## src/rtl/mem_port_arbiter.sv

```systemverilog
// Shares one memory port between the I-side and D-side miss handlers, one word transaction at a time.
// Latency: grant at the edge after req; strobes held until mem_ready or watchdog; ready pulse one cycle later.
// Backpressure: a requester holds req until its ready pulse; the losing side waits in IDLE, with no queueing.
//
// Ports:
//   clk, reset (async, active low)
//   i_req/i_addr -> i_ready/i_rdata/i_err        instruction-side read channel
//   d_req/d_wen/d_addr/d_wdata/d_bsel -> d_ready/d_rdata/d_err   data-side channel
//   mem_ren/mem_wen/mem_addr/mem_wdata/mem_bsel -> memory, mem_rdata/mem_ready <- memory
module mem_port_arbiter #(
   parameter int ADDR_W      = 32,
   parameter int DATA_W      = 32,
   parameter int TIMEOUT_CYC = 64
) (
   input  logic              clk,
   input  logic              reset,
   input  logic              i_req,
   input  logic [ADDR_W-1:0] i_addr,
   output logic              i_ready,
   output logic [DATA_W-1:0] i_rdata,
   output logic              i_err,
   input  logic              d_req,
   input  logic              d_wen,
   input  logic [ADDR_W-1:0] d_addr,
   input  logic [DATA_W-1:0] d_wdata,
   input  logic [3:0]        d_bsel,
   output logic              d_ready,
   output logic [DATA_W-1:0] d_rdata,
   output logic              d_err,
   output logic              mem_ren,
   output logic              mem_wen,
   output logic [ADDR_W-1:0] mem_addr,
   output logic [DATA_W-1:0] mem_wdata,
   output logic [3:0]        mem_bsel,
   input  logic [DATA_W-1:0] mem_rdata,
   input  logic              mem_ready
);

   localparam int WD_W = $clog2(TIMEOUT_CYC);

   typedef enum logic [1:0] {
      IDLE = 2'd0,
      BUSY = 2'd1,
      RESP = 2'd2
   } state_t;

   state_t          state;
   state_t          state_nxt;
   logic            owner_d;   // 1: current transaction belongs to the D side
   logic            last_d;    // 1: most recently completed transaction was D side
   logic [WD_W-1:0] wd_cnt;

   logic            req_any;
   logic            grant_d;
   logic            timeout;

   assign req_any = i_req | d_req;
   // On a tie the side that was not served last wins; last starts as I, so D wins the first tie.
   assign grant_d = d_req & (~i_req | ~last_d);
   assign timeout = (wd_cnt == WD_W'(TIMEOUT_CYC - 1));

   always_ff @(posedge clk or negedge reset) begin
      if (!reset) begin
         state <= IDLE;
      end else begin
         state <= state_nxt;
      end
   end

   always_comb begin
      state_nxt = state;
      case (state)
         IDLE:    if (req_any) state_nxt = BUSY;
         BUSY:    if (mem_ready || timeout) state_nxt = RESP;
         RESP:    state_nxt = IDLE;
         default: state_nxt = IDLE;
      endcase
   end

   always_ff @(posedge clk or negedge reset) begin
      if (!reset) begin
         owner_d   <= 1'b0;
         last_d    <= 1'b0;
         wd_cnt    <= '0;
         mem_ren   <= 1'b0;
         mem_wen   <= 1'b0;
         mem_addr  <= '0;
         mem_wdata <= '0;
         mem_bsel  <= 4'h0;
         i_ready   <= 1'b0;
         i_rdata   <= '0;
         i_err     <= 1'b0;
         d_ready   <= 1'b0;
         d_rdata   <= '0;
         d_err     <= 1'b0;
      end else begin
         case (state)
            IDLE: begin
               if (req_any) begin
                  owner_d <= grant_d;
                  wd_cnt  <= '0;
                  if (grant_d) begin
                     mem_addr  <= d_addr;
                     mem_wdata <= d_wdata;
                     mem_bsel  <= d_bsel;
                     mem_ren   <= ~d_wen;
                     mem_wen   <= d_wen;
                  end else begin
                     mem_addr  <= i_addr;
                     mem_wdata <= '0;
                     mem_bsel  <= 4'hF;
                     mem_ren   <= 1'b1;
                     mem_wen   <= 1'b0;
                  end
               end
            end
            BUSY: begin
               if (wd_cnt != {WD_W{1'b1}}) wd_cnt <= wd_cnt + WD_W'(1);
               // A completion in the final watchdog cycle still counts as success.
               if (mem_ready || timeout) begin
                  mem_ren <= 1'b0;
                  mem_wen <= 1'b0;
                  if (owner_d) begin
                     d_ready <= 1'b1;
                     d_rdata <= mem_ready ? mem_rdata : '0;
                     d_err   <= ~mem_ready;
                  end else begin
                     i_ready <= 1'b1;
                     i_rdata <= mem_ready ? mem_rdata : '0;
                     i_err   <= ~mem_ready;
                  end
               end
            end
            RESP: begin
               last_d  <= owner_d;
               i_ready <= 1'b0;
               i_rdata <= '0;
               i_err   <= 1'b0;
               d_ready <= 1'b0;
               d_rdata <= '0;
               d_err   <= 1'b0;
            end
            default: begin
               mem_ren <= 1'b0;
               mem_wen <= 1'b0;
            end
         endcase
      end
   end

endmodule

```

## config.mk

```make
export PLATFORM = sky130hd
export DESIGN_NAME = mem_port_arbiter
export DESIGN_NICKNAME = d
export VERILOG_FILES = /design/src/rtl/mem_port_arbiter.sv
export SDC_FILE = /design/constraint.sdc
export NUM_CORES = 1
export LEC_CHECK = 0
export ABC_CLOCK_PERIOD_IN_PS = 1700
export BUFFER_PORTS_ARGS = -buffer_cell sky130_fd_sc_hd__buf_2
export CAP_MARGIN = 20
export CORE_MARGIN = 3
export CORE_UTILIZATION = 48
export DETAILED_ROUTE_END_ITERATION = 10
export PLACE_DENSITY = 0.89
export SYNTH_ARGS = -nofsm -noshare
export SYNTH_HDL_FRONTEND = slang
export SYNTH_SLANG_ARGS = --single-unit
```

## constraint.sdc

```tcl
create_clock -name clk -period 1.7 [get_ports clk]
set_input_delay 0.34 -clock clk [delete_from_list [all_inputs] [get_ports clk]]
set_output_delay 0.34 -clock clk [all_outputs]
set_load 0.01 [all_outputs]
```

==> metrics.csv <==
metric,value,unit
status,"complete, no violations",
critPathLaunchType,flop,
syn-instance-count,557,
die_w,121.7,um
arrival,1.96,ns
r2r_setup_slack,0.09,ns
grt_usage,0.2318,
p_per_area,1814,mW/mm^2
endpoint_kind,flop,
grt_pass1_wl,26620,um
gr-total-overflow,0,
drc,0,
min_to,mem_wdata[29],
async_reset_ff_frac,1.000,
cts_buffers,17,
maxSlewViolCount,0,
critPathMaxFanout,23,
hold_start,d_wdata[29],
clk_latency,0.42,ns
finalCritPeriodShare,0.9457,
rsz0062_at_grt,false,
grt_pass1_vias,5321,
clk_path_buf_depth,2,
yosys_register_bits,148,
antenna_left,0,
grt_max_degree,62,
fin_crit,1.608,ns
first_pass_iters,5,
synth_edf_count,0,
nFillCells,978,
postLayoutCoreUtil,0.6785,
antenna_found_initial,0,
holdWs,0.1230,ns
synthFlopType,dfrtp_1,
ir_drop,1.100,mV
drive_above_1_share,0.4728,
syn_nets,696,
num_vias,5354,
p_leak,4.461,nW
antenna_cells,0,
cts_tree,done,
numClockSinks,148,
report.final.setup_viol,0,
yosysUniqueCellTypes,41,
nNetsFinal,972,
slew-limit-headroom,0.7273,
hold_violations,0,
dp_hpwl,12530,um
core-area,0.01282,mm^2
fmaxAchievable,622.0,MHz
first_iter_violations,268,
r2r_start,state[0],
die_h,121.7,um
gp_congestion,0.8480,
area_growth,35.50,%
htreeDepth,4,
row_count,41,
timing.rr.end,d_rdata[5],
initial_utilization,0.5008,
crit_required,2.05,ns
drt-total-wl,17070,um
seq_area_frac_synth,0.5767,
fin_setup_tns,0,ns
fin_skew,0.02290,ns
yosysWarnings,0,
netlist_area,0.006422,mm^2
cts_root_buf,clkbuf_16,
num_io_pins,276,
tightest_slew,0.4090,ns
hold_path.class,in -> reg,
maxCapViolations,0,
dieArea,0.01480,mm^2
via_per_inst,5.259,
drt-wirelength-per-cell,16.77,um
path_class,reg -> reg,
hold_path_depth,2,
avgSynthCellArea,11.53,um^2
portBuffers,275,
path_clk_slew,0.06,ns
worstRegToRegCells,7,
[report_power, final]
| group | total (mW) | internal, mW | switching (mW) |
|---|---|---|---|
| clock network | 3.50 | 2.02 | 1.48 |
| registers | 6.04 | 5.08 | 0.961 |
| logic | 6.24 | 2.70 | 3.54 |
[layer usage]
layer	wire, um	GRT usage
met2	8873	0.3893
met4	474	0.1001
met3	799	0.05525
met5	0	0
met1	6926	0.2871
[cells by family (layout without fill, tap and decap cells)]
kind of cell    after synthesis  after routing  share of synthesized area
simple gates                165            165                     0.1449
compound gates              157            157                     0.1703
flops                       148            148                     0.5767
buf+inv                      53            342                    0.05494
mux                          32             32                    0.04987
fa+ha+maj                     1              1                   0.001948
xor+xnor                      1              1                   0.001364
[stage by stage]
stage	setup slack [ns]	area (um^2)	total power [mW]	std cells
after global routing	0.02338	8702	16.81	1018
final	0.09231	8702	15.78	1018
after CTS	0.05570	8700	15.95	1018
after detailed placement	0.09474	8128	12.38	985
after floorplan	0.2100	6422	9.513	557
after global placement	0.1580	8128	12.12	985
[cells in the mapped netlist (all sizes together), types with 2 or more instances]
cell type    n  share of area
and2         2         0.0019
nor2b        2         0.0019
mux2i       32          0.050
a22o        34          0.046
o22a         4         0.0055
nor2         4         0.0023
and3         2         0.0019
nand2b       2         0.0019
nand3      102           0.10
and4         2         0.0027
inv          2         0.0012
buf         36          0.045
clkbuf      15         0.0090
nand2       44          0.026
o21ai      105          0.098
dfrtp      148           0.58
o2bb2ai      2         0.0027
a41oi        2         0.0051
nor3         3         0.0023
a21oi        3         0.0041
[sequential cells by signal, summed over array words and instances, names as in the netlist, 2 cells and up]
signal and count:
d_rdata 32, i_rdata 32, mem_addr 32, mem_wdata 32, wd_cnt 6, mem_bsel 4, state 2
[cell usage in the layout, fill, tap and decap left out, drive strengths merged, types with 2 or more instances in the layout]
cell      netlist  layout
a21oi           3       3
a22o           34      34
a41oi           2       2
and2            2       2
and3            2       2
and4            2       2
buf            36     307
clkbuf         15      18
clkinv          0       2
clkinvlp        0       9
dfrtp         148     148
inv             2       4
mux2i          32      32
nand2          44      44
nand2b          2       2
nand3         102     102
nor2            4       4
nor2b           2       2
nor3            3       3
o21ai         105     105
o22a            4       4
o2bb2ai         2       2
[what timing repair did]
item	4_1_cts	5_1_grt
resized for setup	0	1
endpoints found under the setup margin	0	2
hold endpoints to repair	131	0
hold buffers	1	0
buffers inserted	0	0
[area by class of cell]
| cell class | count | area [um^2] | share of cell area |
|---|---|---|---|
| multi-input cells | 356 | 2406 | 0.2765 |
| repair buffers | 308 | 1808 | 0.2078 |
| inverters | 2 | 7.507 | 0.0008627 |
| well taps | 172 | 215.2 | 0.02473 |
| clock buffers | 18 | 429.2 | 0.04932 |
| flip-flops and latches | 148 | 3704 | 0.4256 |
| clock inverters | 14 | 132.6 | 0.01524 |
[worst max path at each step]
stage | start | endpoint | slack [ns] | depth (start not counted)
final | state[0] | d_rdata[5] | 0.09 | 7
after global routing | state[0] | d_rdata[5] | 0.02 | 7
after CTS | state[1] | mem_wdata[31] | 0.06 | 5
after detailed placement | state[1] | mem_wdata[26] | 0.09 | 5
after global placement | wd_cnt[0] | mem_ren | 0.16 | 4
after floorplan | wd_cnt[0] | d_rdata[15] | 0.21 | 7
[critical path, cell delays in order (launching register included)]
cell	delay (ns)
dfrtp_1	0.42
nor2b_1	0.17
buf_4	0.16
a41oi_4	0.22
buf_12	0.22
buf_12	0.18
nand3_2	0.10
o21ai_2	0.06
Note: power is estimated with default switching activity, not from simulation.
